[src/rtl/mem_access_unit.sv]
// Load/store unit: turns a core byte/word request into one single-beat memory bus access.
// Optional bus timeout abort is enabled with macro LSU_TIMEOUT_EN (uses TIMEOUT_CYCLES).
module mem_access_unit #(
  parameter int unsigned TIMEOUT_CYCLES = 255
) (
  input  logic        clk,
  input  logic        reset,
  input  logic        req_valid,
  output logic        req_ready,
  input  logic        mem_read,
  input  logic        mem_write,
  input  logic        mem_size,
  input  logic [31:0] addr,
  input  logic [31:0] wdata,
  output logic        resp_valid,
  output logic [31:0] rdata,
  output logic        resp_err,
  output logic        bus_stb,
  output logic        bus_we,
  output logic [3:0]  bus_sel,
  output logic [31:0] bus_adr,
  output logic [31:0] bus_dat_o,
  input  logic [31:0] bus_dat_i,
  input  logic        bus_ack
);

  typedef enum logic [1:0] {
    IDLE = 2'd0,
    BUS  = 2'd1,
    RESP = 2'd2
  } state_t;

  state_t     state;
  logic       lat_word;
  logic [1:0] lat_off;

`ifdef LSU_TIMEOUT_EN
  localparam int unsigned CW = (TIMEOUT_CYCLES < 2) ? 1 : $clog2(TIMEOUT_CYCLES);
  localparam logic [CW-1:0] CNT_LAST = CW'(TIMEOUT_CYCLES - 1);
  logic [CW-1:0] cnt;
`endif

  assign req_ready = (state == IDLE);

  // Word loads pass through; byte loads pick the addressed lane and sign-extend.
  function automatic logic [31:0] load_ext(input logic word, input logic [1:0] off,
                                           input logic [31:0] d);
    logic [7:0] b;
    if (word) return d;
    case (off)
      2'd0:    b = d[7:0];
      2'd1:    b = d[15:8];
      2'd2:    b = d[23:16];
      default: b = d[31:24];
    endcase
    return {{24{b[7]}}, b};
  endfunction

  always_ff @(posedge clk) begin
    if (!reset) begin
      state      <= IDLE;
      bus_stb    <= 1'b0;
      bus_we     <= 1'b0;
      bus_sel    <= '0;
      bus_adr    <= '0;
      bus_dat_o  <= '0;
      resp_valid <= 1'b0;
      resp_err   <= 1'b0;
      rdata      <= '0;
      lat_word   <= 1'b0;
      lat_off    <= '0;
`ifdef LSU_TIMEOUT_EN
      cnt        <= '0;
`endif
    end else begin
      resp_valid <= 1'b0;
      case (state)
        IDLE: begin
          if (req_valid) begin
            lat_word <= mem_size;
            lat_off  <= addr[1:0];
            if (!mem_read && !mem_write) begin
              state      <= RESP;
              resp_valid <= 1'b1;
              resp_err   <= 1'b0;
              rdata      <= '0;
            end else if (mem_size && (addr[1:0] != 2'b00)) begin
              state      <= RESP;
              resp_valid <= 1'b1;
              resp_err   <= 1'b1;
              rdata      <= '0;
            end else begin
              // Store wins when both flags are set.
              state     <= BUS;
              bus_stb   <= 1'b1;
              bus_we    <= mem_write;
              bus_adr   <= {addr[31:2], 2'b00};
              bus_sel   <= mem_size ? 4'hF : (4'b0001 << addr[1:0]);
              bus_dat_o <= !mem_write ? '0 : (mem_size ? wdata : {4{wdata[7:0]}});
`ifdef LSU_TIMEOUT_EN
              cnt       <= '0;
`endif
            end
          end
        end
        BUS: begin
          if (bus_ack) begin
            bus_stb    <= 1'b0;
            state      <= RESP;
            resp_valid <= 1'b1;
            resp_err   <= 1'b0;
            rdata      <= bus_we ? '0 : load_ext(lat_word, lat_off, bus_dat_i);
          end
`ifdef LSU_TIMEOUT_EN
          else if (cnt == CNT_LAST) begin
            bus_stb    <= 1'b0;
            state      <= RESP;
            resp_valid <= 1'b1;
            resp_err   <= 1'b1;
            rdata      <= '0;
          end else begin
            cnt <= cnt + 1'b1;
          end
`endif
        end
        RESP: state <= IDLE;
        default: state <= IDLE;
      endcase
    end
  end

endmodule

[config.mk]
export PLATFORM = sky130hd
export DESIGN_NAME = mem_access_unit
export DESIGN_NICKNAME = d
export VERILOG_FILES = /design/src/rtl/mem_access_unit.sv
export SDC_FILE = /design/constraint.sdc
export NUM_CORES = 1
export LEC_CHECK = 0
export BUFFER_PORTS_ARGS = -buffer_cell sky130_fd_sc_hd__buf_2
export CELL_PAD_IN_SITES_DETAIL_PLACEMENT = 1
export CELL_PAD_IN_SITES_GLOBAL_PLACEMENT = 1
export CORE_MARGIN = 3
export CORE_UTILIZATION = 35
export CTS_BUF_LIST = sky130_fd_sc_hd__clkbuf_2
export DETAILED_ROUTE_END_ITERATION = 10
export GPL_ROUTABILITY_DRIVEN = 0
export GPL_TIMING_DRIVEN = 0
export PLACE_DENSITY = 0.89
export SYNTH_ARGS = -nofsm -noshare
export SYNTH_HDL_FRONTEND = slang
export SYNTH_SLANG_ARGS = --single-unit
[constraint.sdc]
create_clock -name clk -period 2.65 [get_ports clk]
set_clock_uncertainty 0.2 [all_clocks]
set_input_delay 0.1325 -clock clk [delete_from_list [all_inputs] [get_ports clk]]
set_output_delay 0.1325 -clock clk [all_outputs]
set_load 0.03 [all_outputs]
# Yosys cells after proc, flatten, opt, wreduce, memory -nomap -nowiden
# Cells that the tools add are included.
[classes] n_addsub=0 n_mul=0 n_div=0 magnitude_cmp=0 eq_ne=8 n_shift=1 n_mux=35 n_bitwise=2 n_reduce_logical=13
[op_table] op="32-bit 2-to-1 mux" count=9
[op_table] op="32-bit one-hot mux with 2 select lines" count=1
[op_table] op="8-bit one-hot mux with 3 select lines" count=1
[op_table] op="1-bit 2-to-1 mux" count=15
[op_table] op="2-bit 2-to-1 mux" count=4
[op_table] op="2-bit inequality test, second input constant" count=4
[op_table] op="4-bit AND reduction" count=2
[op_table] op="1-bit one-hot mux with 2 select lines" count=3
[op_table] op="5-bit AND reduction" count=1
[op_table] op="2-bit by 1-bit == test with 1-bit output, second input constant" count=2
[op_table] op="2-bit logical NOT" count=2
[op_table] op="4-bit 2-to-1 mux" count=1
[op_table] op="2-bit one-hot mux with 2 select lines" count=1
[op_table] op="2-bit AND reduction" count=2
[op_table] op="2-bit nonzero test" count=2
[op_table] op="1-bit by 2-bit left shift with 4-bit output, first input constant" count=1
[op_table] op="3-bit by 1-bit inequality test with 1-bit output, second input constant" count=1
[op_table] op="2-bit == test, second input constant" count=1
[op_table] op="1-bit logical AND" count=2
[op_table] op="1-bit logical NOT" count=2
[op_table] op="1-bit NOT" count=2
[word_totals] regBits=107 latch_bits=0 mem_bits_rw=0 rom_bits=0 in_bits=103 output_inout_bits=105 wordCells=70 memories=0

# Longest topological paths before layout
# Gate-level depths: netlist of the first run.
[depth] word_depth=8 ltp_mapped=8 mapped_depth_nobuf=4

# Least setup slack after synthesis of the first run
# OpenSTA, ideal clock, no wires.
[synth_path] path_kind="register to register" startpoint="reg state[0]" endpoint="reg bus_adr[29]" setup_ps=116 arrival_time_ps=1609 required_ps=2334 setup_slack_ps=724 path_stages_with_launch=9 n_path_buf=4 period_less_slack_ps=1926 path_cell_list="dfxtp_1 > buf_6 > or3b_1 > buf_2 > or3_1 > buf_6 > buf_6 > nand2_1 > a21boi_1"
[synth_via] elab_chain_cells=2
[synth_rtl] element="start, declared" line_no="33" rtl="state_t state;"
[synth_rtl] element="start signal, assigned" line_no="61" rtl="state <= IDLE;"
[synth_rtl] element="start signal, assigned" line_no="83" rtl="state <= RESP;"
[synth_rtl] element="start signal, assigned" line_no="88" rtl="state <= RESP;"
[synth_rtl] element="2-bit logical NOT" line_no="77" rtl="case (state)"
[synth_rtl] element="4-bit AND reduction (no line)"
[synth_rtl] element="end signal, assigned" line_no="97" rtl="bus_adr <= {addr[31:2], 2'b00};"
[synth_rtl] element="end, declared" line_no="21" rtl="output logic [31:0] bus_adr,"
# Every way passes these cells.
# A chain may end at the register's enable or synchronous reset.

# Worst setup path after layout of the first run
[layout_path] startpoint="reg state[0]" endpoint="reg bus_adr[8]"
# Same word-level chain as after synthesis.

==> flow_summary.json, run 1 <==
{
  "wl_mm": 22.9,
  "drive_gt1_share_pct": 29.1,
  "highest_layer": "met4",
  "crit_arrival_ns": 2.98,
  "min_from": "addr[26]",
  "regToRegSetupSlack_ns": 0.06,
  "postLayoutSetupSlackWorst_ns": 0.0550,
  "vdd_drop_max_mv": 0.202,
  "setup_viol": 0,
  "ys.flop_type": "dfxtp_1",
  "status": "finished, final reports clean",
  "p_sw_mw": 1.09,
  "dr_wl_met3_mm": 1.47,
  "cts_buffers": 9,
  "r2r_end": "bus_adr[8]",
  "synth_top_area_share_pct": 44.7,
  "dp_hpwl_mm": 13.4,
  "synth-edff-count": 0,
  "area_growth_pct": 57.5,
  "crit_required_ns": 3.04,
  "num_rows": 42,
  "hold_end": "bus_adr[26]",
  "ant_nets": 0,
  "synth_area_um2": 4800,
  "yosys.area.top_type": "dfxtp_1",
  "hold_path.class": "input port to register",
  "nets": 980,
  "synth_top_cells_by_area": "dfxtp_1 45%, nand2_1 7.9%, nor2b_1 6.8%",
  "slowest_delay_ns": 0.61,
  "sw_frac_of_total_pct": 32.4,
  "worst_pin_slew_ns": 0.613,
  "synth.most_common_cell": "dfxtp_1",
  "yosysWarnings": 0,
  "core-area_um2": 13300,
  "p_leak_nw": 3.36,
  "synth_common_cells": "107 x dfxtp_1, 101 x nand2_1, 52 x nor2b_1",
  "cts.sinks": 107,
  "slew_headroom_pct": 59.2,
  "fin_crit_sh_pct": 97.9,
  "crit_chain": "buf_6 -> or3b_1 -> buf_2 -> nor3_4 -> buf_6 -> buf_4 -> nand2_1 -> a21boi_1 -> dlygate4sd3_1",
  "met1_length_mm": 7.84,
  "cp_slowest_cell": "dlygate4sd3_1",
  "synth-seq-cells": 107,
  "num-fill-cells": 1564,
  "fp.dieH_um": 123,
  "cts_tree": "yes",
  "slew_violations": 0,
  "viasPerCell": 5.26,
  "portBuffers": 204,
  "path_clk_slew_ns": 0.28,
  "syn_inst": 525,
  "grt_max_degree": 16,
  "grt_pass1_wl_mm": 33.8,
  "drt-initial-drc-count": 295,
  "finalHoldViolCount": 0,
  "ys_types": 42,
  "synth_area_per_cell_um2": 9.13,
  "clockBufferDepth": 2,
  "cap_violations": 0,
  "holdPathStages": 4,
  "min_period_ns": 2.59,
  "criticalPathCategory": "register to register",
  "cpMostUsedCell": "buf_6",
  "drcViolationCount": 0,
  "antenna_found_initial": 5,
  "grtUsageTotal_pct": 29.5,
  "start_util_pct": 36.1,
  "seqCellArea_um2": 2140,
  "fmax_ghz": 0.385,
  "async_flop_share_pct": 0,
  "p_clk_share_pct": 22.5,
  "ios": 208,
  "first_pass_iters": 4,
  "timing.rr.start": "state[0]",
  "dpl_worst_slack_ns": 0.321,
  "synth_seq_area_share_pct": 44.7,
  "htreeDepth": 3,
  "crit_fanout": 10,
  "clk_latency_ns": 0.62,
  "wl_met2_mm": 12.2,
  "vias": 5592,
  "critPathLaunchType": "register",
  "wl_per_cell_um": 21.6,
  "cts_root_buffer": "clkbuf_2",
  "reg2reg_depth": 9,
  "p_per_area_nw_per_um2": 446,
  "grt_pass1_vias": 6231,
  "grt-ovfl-total": 0,
  "power_frac_comb_pct": 26.3,
  "p_int_mw": 2.28,
  "final_util_pct": 56.8,
  "multi_input_area_um2": 2440,
  "design.die.area_um2": 15100,
  "die_w_um": 123,
  "seqPwrFrac_pct": 51.2,
  "cp-end-kind": "register"
}
## power groups by stage
stage                     Combinational (mW)  Clock, mW  Sequential (mW)
after floorplan                        0.308          0             1.86
after global placement                 0.656          0             1.74
after detailed placement               0.682          0             1.75
after CTS                              0.836      0.759             1.72
after global routing                   0.945      0.834             1.73
final                                  0.887      0.758             1.72
## cell usage in the layout (no fill, tap or decap), drive strengths merged, types with 7 or more instances in the layout
master	count
o21a	9
o21ai	7
nor2	10
nand2b	11
diode	7
clkbuf	32
mux2i	25
o2bb2ai	26
dlygate4sd3	133
nand2	101
buf	228
a21boi	69
nor2b	52
nand3	8
dfxtp	107
mux2	7
## sequential cells by signal, indices dropped and copies added, names as in the netlist
signal,count
bus_dat_o,32
rdata,32
bus_adr,30
bus_sel,4
lat_off,2
state,2
bus_stb,1
bus_we,1
lat_word,1
resp_err,1
resp_valid,1
## worst max-delay path by stage
stage,startpoint,endpoint,slack (ns),cells past startpoint
2_1_floorplan,state[0],bus_adr[29],0.72,8
3_3_place_gp,lat_off[1],rdata[26],0.39,5
3_5_place_dp,lat_off[1],rdata[9],0.32,5
4_1_cts,state[0],bus_dat_o[1],0.02,9
5_1_grt,state[0],bus_adr[8],-0.04,9
6_report,state[0],bus_adr[8],0.06,9
## metal layers
metal	up-vias	GRT usage (%)
met4	0	19.2
met1	2672	28.4
met2	314	55.6
li1	2508	-
met3	98	7.14
met5	-	0
## stage by stage
step	total power [mW]	setup TNS [ns]	area, µm²	hold WS, ns	std cells
2_1_floorplan	2.16	0	4800	0.0674	526
3_3_place_gp	2.40	0	6040	0.175	906
3_5_place_dp	2.43	0	6040	0.183	906
4_1_cts	3.31	0	7500	0.0108	1056
5_1_grt	3.51	-0.130	7550	0.00566	1061
6_report	3.37	0	7550	0.0670	1063
## worst max-delay path: cells and delay by family (launching register included)
family | cells | cell delay [ns]
DFF | 1 | 0.38
buffers and inverters | 5 | 1.26
AOI/OAI and AO/OA | 1 | 0.14
and+or+nand+nor | 3 | 0.58
## cells by family (layout without fill, tap and decap cells)
family / count (synthesis) / count (layout) / synth area share [%]
mux: 33 / 33 / 7.33
compound gates: 141 / 141 / 22.5
buf+inv: 47 / 401 / 5.37
simple gates: 195 / 195 / 19.9
other cells: 1 / 9 / 0.0782
flops: 107 / 107 / 44.7
xor+xnor: 1 / 1 / 0.183
## timing repair
item / in CTS / in global routing
endpoints found under the setup margin: 0 / 27
gates resized for setup: 0 / 12
hold buffers: 136 / 0
hold endpoints to repair: 107 / 0
buffers inserted: 0 / 2
## layout make-up
| type | instances | share of cell area [%] |
|---|---|---|
| multi-input cells | 372 | 32.2 |
| repair buffers | 340 | 31.5 |
| flip-flops and latches | 107 | 28.4 |
| plain buffers | 44 | 3.35 |
| well taps | 176 | 2.91 |
| clock buffers | 10 | 0.662 |
| clock inverters | 4 | 0.580 |
| diodes | 7 | 0.232 |
| inverters | 3 | 0.149 |
Note: power is estimated with default switching activity, not from simulation.
==> run 2, diff against run 1 <==
ABC_AREA = 1   (was unset)
CORE_ASPECT_RATIO = 1.2   (was unset)
CORE_UTILIZATION = 34   (was 35)
PLACE_DENSITY = 0.91   (was 0.89)
==> run 2 against run 1 <==
Against the previous run: the run now fails in clock tree synthesis (4_1_cts); synthesized cell count increased by 23%; area after synthesis decreased by 1.8%.
==> flow_summary.json, run 2 <==
{
  "status": "did not finish",
  "haltStage": "clock tree synthesis (4_1_cts)",
  "tool.error": "[ERROR RSZ-0060] Max buffer count reached.",
  "synth_top_area_share_pct": 45.5,
  "synth-edff-count": 0,
  "yosysWarnings": 0,
  "ys.flop_type": "dfxtp_1",
  "synth_top_cells_by_area": "dfxtp_1 45%, nand2_1 18%, a21oi_1 11%",
  "synth.most_common_cell": "nand2_1",
  "ys_types": 25,
  "start_util_pct": 35.1,
  "cts.sinks": 107,
  "yosys.area.top_type": "dfxtp_1",
  "synth-seq-cells": 107,
  "die_w_um": 113,
  "synth_seq_area_share_pct": 45.5,
  "synth_common_cells": "223 x nand2_1, 107 x dfxtp_1, 104 x a21oi_1",
  "cts_root_buffer": "clkbuf_2",
  "post_cts_resized": 0,
  "cts_setup_buffers": 0,
  "async_flop_share_pct": 0,
  "syn_inst": 644,
  "portBuffers": 203,
  "dpl_worst_slack_ns": 0.759,
  "cts_buffers": 9,
  "clockBufferDepth": 2,
  "dp.cells": 1016,
  "ios": 208,
  "fp.dieH_um": 135,
  "dp_hpwl_mm": 13.2,
  "synth_area_um2": 4710,
  "cts_hold_buf": 207,
  "num_rows": 46,
  "htreeDepth": 3,
  "synth_area_per_cell_um2": 7.31
}
==> run 2: logic make-up after synthesis <==
family,after synthesis,synth area share [%]
and+or+nand+nor,343,32.5
AOI/OAI and AO/OA,128,13.9
DFF,107,45.5
buffers and inverters,65,8.02
other,1,0.0796
==> run 2: per-stage QoR <==
stage                     util (%)  hold WS [ns]  instance area (µm²)
after global placement        44.3         0.194                 5940
after floorplan                  -        0.0752                 4710
after detailed placement      44.3         0.205                 5940
==> run 3, diff against run 2 <==
CELL_PAD_IN_SITES_DETAIL_PLACEMENT = unset   (was 1)
CELL_PAD_IN_SITES_GLOBAL_PLACEMENT = unset   (was 1)
CORE_ASPECT_RATIO = unset   (was 1.2)
CORE_UTILIZATION = 35   (was 34)
CTS_BUF_LIST = unset   (was sky130_fd_sc_hd__clkbuf_2)
PLACE_DENSITY = unset   (was 0.91)
PLACE_DENSITY_LB_ADDON = 0.15   (was unset)
==> run 3 against run 2 <==
Against the previous run: the run now ends clean; synthesized cell count stayed put; area after synthesis stayed put.
==> flow_summary.json, run 3 <==
{
  "status": "finished, final reports clean",
  "p_int_mw": 2.78,
  "diodes": 0,
  "synth-edff-count": 0,
  "grt_pass1_wl_mm": 25.2,
  "drt-initial-drc-count": 407,
  "crit_required_ns": 2.73,
  "die_w_um": 122,
  "grt_setup_unrepaired": "no",
  "fin_setup_tns_ns": 0,
  "area_growth_pct": 50.8,
  "synth_area_um2": 4710,
  "synth_area_per_cell_um2": 7.31,
  "crit_arrival_ns": 2.33,
  "synthSimpleGateAreaFrac_pct": 32.5,
  "syn_inst": 644,
  "core-area_um2": 12900,
  "finalHoldViolCount": 0,
  "path_buf_inv": 4,
  "nets": 1048,
  "path_clk_slew_ns": 0.07,
  "seqPwrFrac_pct": 43.6,
  "fp.dieH_um": 122,
  "cap_violations": 0,
  "criticalPathCategory": "register to register",
  "wl_mm": 16.1,
  "drcViolationCount": 0,
  "grt_max_degree": 17,
  "vdd_drop_max_mv": 0.305,
  "yosys.area.top_type": "dfxtp_1",
  "final_cells": 1122,
  "viasPerCell": 4.71,
  "layout_commonest_cell": "nand2_1",
  "final_cell_mix": "223 x nand2_1, 213 x buf_2, 107 x dfxtp_1, 104 x a21oi_1, 86 x dlygate4sd3_1",
  "p_per_area_nw_per_um2": 553,
  "cts.sinks": 107,
  "slew_headroom_pct": 65.9,
  "post_cts_resized": 0,
  "dp_hpwl_mm": 11.7,
  "synth_top_area_share_pct": 45.5,
  "crit_chain": "buf_2 -> inv_1 -> clkbuf_1 -> o21ai_0 -> nand2_1 -> nand3_1 -> dlygate4sd3_1 -> a21oi_1",
  "crit_fanout": 10,
  "place_area_um2": 5950,
  "power_mw": 3.93,
  "clk_latency_ns": 0.35,
  "fmax_ghz": 0.444,
  "cts_buffers": 9,
  "hold_path.class": "input port to register",
  "p_sw_mw": 1.15,
  "min_period_ns": 2.25,
  "synth-seq-cells": 107,
  "sw_frac_of_total_pct": 29.4,
  "setup_viol": 0,
  "cpLargestDelayFamily": "buffers and inverters",
  "cts_root_buffer": "clkbuf_16",
  "slowest_delay_ns": 0.58,
  "synth-xor-area-share_pct": 0,
  "clockBufferDepth": 2,
  "grt-ovfl-total": 0,
  "synth.most_common_cell": "nand2_1",
  "num-fill-cells": 1226,
  "drive_gt1_share_pct": 29.7,
  "cp_slowest_cell": "dlygate4sd3_1",
  "worst_pin_slew_ns": 0.512,
  "synth_compound_area_share_pct": 13.9,
  "first_pass_iters": 5,
  "ant_nets": 0,
  "vias": 5280,
  "reg_top3": "bus_dat_o (32), rdata (32), bus_adr (30)",
  "synth_common_cells": "223 x nand2_1, 107 x dfxtp_1, 104 x a21oi_1",
  "async_flop_share_pct": 0,
  "finish.instance_area_um2": 7100,
  "wl_per_cell_um": 14.4,
  "yosysWarnings": 0,
  "critPathLaunchType": "register",
  "grtUsageTotal_pct": 21.4,
  "dp.cells": 1020,
  "synth_top_cells_by_area": "dfxtp_1 45%, nand2_1 18%, a21oi_1 11%",
  "synth_top_family_by_area": "simple AND/OR/NAND/NOR gates",
  "ys_types": 25,
  "num_rows": 41,
  "slew_violations": 0,
  "cts_setup_buffers": 0,
  "synth_seq_area_share_pct": 45.5,
  "grt_pass1_vias": 5172,
  "synth_adder_area_share_pct": 0,
  "cp-end-kind": "register",
  "ios": 208,
  "p_clk_share_pct": 34.4,
  "muxShareOfSynthArea_pct": 0,
  "p_leak_nw": 3.25,
  "fin_crit_sh_pct": 84.9,
  "antenna_found_initial": 0,
  "design.die.area_um2": 14900,
  "cts_tree": "yes",
  "power_frac_comb_pct": 22.0,
  "final_util_pct": 55.2,
  "cts_hold_buf": 86,
  "start_util_pct": 36.6,
  "portBuffers": 203,
  "htreeDepth": 3,
  "ys.flop_type": "dfxtp_1"
}
## run 3: power by group through the flow
stage | logic [mW] | registers, mW | clock network [mW]
finish | 0.866 | 1.71 | 1.35
global route | 0.949 | 1.72 | 1.46
CTS | 0.862 | 1.71 | 1.40
detailed placement | 0.764 | 1.75 | 0
global placement | 0.757 | 1.75 | 0
floorplan | 0.383 | 1.87 | 0
## run 3: worst min-delay path: cells and delay by family
family | cells | cell delay (ns)
simple gates | 2 | 0.17
compound gates | 1 | 0.11
buf+inv | 1 | 0.10
## run 3: worst paths after layout
kind | start | to | slack [ns] | depth (start not counted)
min reg2reg | bus_adr[21] | bus_adr[21] | 0.26 | 2
min | bus_dat_i[12] | rdata[12] | 0.004 | 4
max | lat_word | rdata[1] | 0.40 | 8
max reg2reg | lat_word | rdata[1] | 0.40 | 8
## run 3: cells by family (layout without fill, tap and decap cells)
logic type      count (synthesis)  after routing
simple gates                  343            343
compound gates                128            128
flops                         107            107
buf+inv                        65            370
other cells                     1              2
## run 3: area by class of cell
| type | count | area (µm²) | area share, % |
|---|---|---|---|
| Inverter | 19 | 76.3 | 1.07 |
| Clock buffer | 12 | 246 | 3.47 |
| Clock inverter | 4 | 50.0 | 0.705 |
| Timing Repair Buffer | 289 | 1880 | 26.4 |
| Tap cell | 172 | 215 | 3.03 |
| Buffer | 46 | 302 | 4.25 |
| Multi-Input combinational cell | 473 | 2190 | 30.9 |
| Sequential cell | 107 | 2140 | 30.2 |
## run 3: per-stage QoR
stage / setup slack, ns / hold WS, ns
detailed placement: 0.824 / 0.205
global placement: 0.860 / 0.200
global route: 0.175 / 0.0208
floorplan: 1.02 / 0.0752
finish: 0.399 / 0.00418
CTS: 0.418 / 0.000954
## run 3: layer usage
layer  share of wire (%)  global-route usage [%]  vias up
met5                   0                       0        -
met4                 2.1                    8.40        0
met3                 7.4                    4.22       26
met2                  47                    35.8      228
met1                  43                    27.1     2330
li1                    -                       -     2696
==> run 4, diff against run 3 <==
ABC_AREA = 0   (was 1)
clock period = 2.35 ns   (was 2.65 ns; I/O delays follow)
==> run 4 against run 3 <==
Against the previous run: power up 9.1%; hold slack gained 0.010 ns; global-route usage fell by 1.5 points; maximum frequency up 6.0%; via count decreased by 11%; routed wire length down 4.4%; cell count shrank 12%; first-iteration DRC count fell by 36%.
==> flow_summary.json, run 4 (synthesis results as in run 1) <==
{
  "ant_nets": 0,
  "slowest_delay_ns": 0.57,
  "fin_crit_sh_pct": 90.4,
  "num-fill-cells": 1261,
  "grt_pass1_vias": 4665,
  "design.die.area_um2": 15100,
  "power_frac_comb_pct": 19.6,
  "setup_viol": 0,
  "status": "finished, final reports clean",
  "regToRegSetupSlack_ns": 0.23,
  "seqPwrFrac_pct": 44.9,
  "slew_violations": 0,
  "antenna_found_initial": 0,
  "grt_setup_unrepaired": "no",
  "timing.rr.start": "state[1]",
  "htreeDepth": 3,
  "first_pass_iters": 4,
  "finalHoldViolCount": 0,
  "endpoint": "rdata[29]",
  "die_w_um": 123,
  "fin_setup_tns_ns": 0,
  "hold_path.class": "input port to register",
  "diodes": 0,
  "power_mw": 4.29,
  "finish.instance_area_um2": 7010,
  "cts_setup_buffers": 0,
  "holdPathStages": 5,
  "cts_tree": "yes",
  "wl_per_cell_um": 15.6,
  "final_cell_mix": "212 x buf_2, 107 x dfxtp_1, 101 x nand2_1, 67 x dlygate4sd3_1, 52 x nor2b_1",
  "dp_hpwl_mm": 11.5,
  "grt-ovfl-total": 0,
  "r2r_end": "rdata[29]",
  "start_util_pct": 36.1,
  "min_from": "wdata[31]",
  "startpoint": "state[1]",
  "p_leak_nw": 3.10,
  "area_growth_pct": 46.2,
  "critPathLaunchType": "register",
  "p_per_area_nw_per_um2": 611,
  "crit_arrival_ns": 2.18,
  "cp_slowest_cell": "nor3b_2",
  "cap_violations": 0,
  "vdd_drop_max_mv": 0.316,
  "fmax_ghz": 0.471,
  "nets": 911,
  "sw_frac_of_total_pct": 27.0,
  "crit_chain": "nand3b_1 -> nor3b_2 -> o21ai_2 -> clkbuf_2 -> o2bb2ai_1",
  "portBuffers": 204,
  "crit_required_ns": 2.41,
  "reg_top3": "bus_dat_o (32), rdata (32), bus_adr (30)",
  "cts_buffers": 9,
  "cts_root_buffer": "clkbuf_16",
  "min_period_ns": 2.12,
  "criticalPathCategory": "register to register",
  "grt_pass1_wl_mm": 23.7,
  "final_util_pct": 52.7,
  "seqCellArea_um2": 2140,
  "vias": 4717,
  "crit_fanout": 10,
  "num_rows": 42,
  "clk_latency_ns": 0.34,
  "layout_commonest_cell": "buf_2",
  "drcViolationCount": 0,
  "grtUsageTotal_pct": 19.8,
  "path_clk_slew_ns": 0.07,
  "drive_gt1_share_pct": 30.8,
  "holdWs_ns": 0.0143,
  "clockBufferDepth": 2,
  "cts.sinks": 107,
  "drt-initial-drc-count": 262,
  "p_sw_mw": 1.16,
  "grt_max_degree": 16,
  "slew_headroom_pct": 57.6,
  "core-area_um2": 13300,
  "fp.dieH_um": 123,
  "multi_input_area_um2": 2400,
  "wl_mm": 15.4,
  "worst_pin_slew_ns": 0.634,
  "place_area_um2": 6040,
  "p_int_mw": 3.13,
  "viasPerCell": 4.77,
  "cp-end-kind": "register",
  "ios": 208,
  "reg2reg_depth": 5,
  "p_clk_share_pct": 35.5
}
[run 4: worst min-delay path by stage]
| stage | end | slack [ns] |
|---|---|---|
| global placement | bus_adr[26] | 0.16 |
| global route | bus_dat_o[15] | 0.04 |
| detailed placement | bus_adr[14] | 0.16 |
| finish | bus_dat_o[31] | 0.01 |
| CTS | bus_dat_o[31] | 0.004 |
| floorplan | bus_adr[29] | 0.05 |
[run 4: worst max-delay path: cells and delay by family, from the launching register on]
family                 cells  cell delay, ns
DFF                        1            0.36
AOI/OAI and AO/OA          2            0.44
buffers and inverters      1            0.26
and+or+nand+nor            2            0.78
[run 4: final cells by class]
cell class                 count  share of cell area [%]
multi-input combinational    372                    34.3
tap                          176                    3.14
buffer                        44                    3.53
clock inverter                 2                   0.500
clock buffer                  13                    3.71
timing repair buffer         271                    24.1
sequential                   107                    30.5
inverter                       3                   0.161
[run 4: timing repair]
item                                    in CTS  in global routing
hold endpoints to repair                    69                  0
endpoints found under the setup margin       9                 10
resized for setup                            1                  2
hold buffers                                67                  0
[run 4: stage by stage]
stage                     setup slack (ns)  std cells
after floorplan                      0.424        526
after global placement              0.0399        906
after detailed placement           -0.0246        906
after CTS                           0.0942        988
after global routing                0.0397        988
final                                0.226        988
[run 4: metal layers]
layer | up-vias | routed length [µm] | GRT usage (%)
met5 | - | 0 | 0
met2 | 155 | 7520 | 33.3
met3 | 13 | 1090 | 4.53
met4 | 0 | 188 | 6.44
met1 | 2178 | 6630 | 25.3
li1 | 2371 | - | -
[run 4: power by group through the flow]
stage	Sequential, mW	Clock (mW)	Combinational (mW)
after global routing	1.93	1.63	0.914
after floorplan	2.09	0	0.348
after CTS	1.92	1.57	0.839
final	1.93	1.52	0.839
after detailed placement	1.97	0	0.750
after global placement	1.96	0	0.739
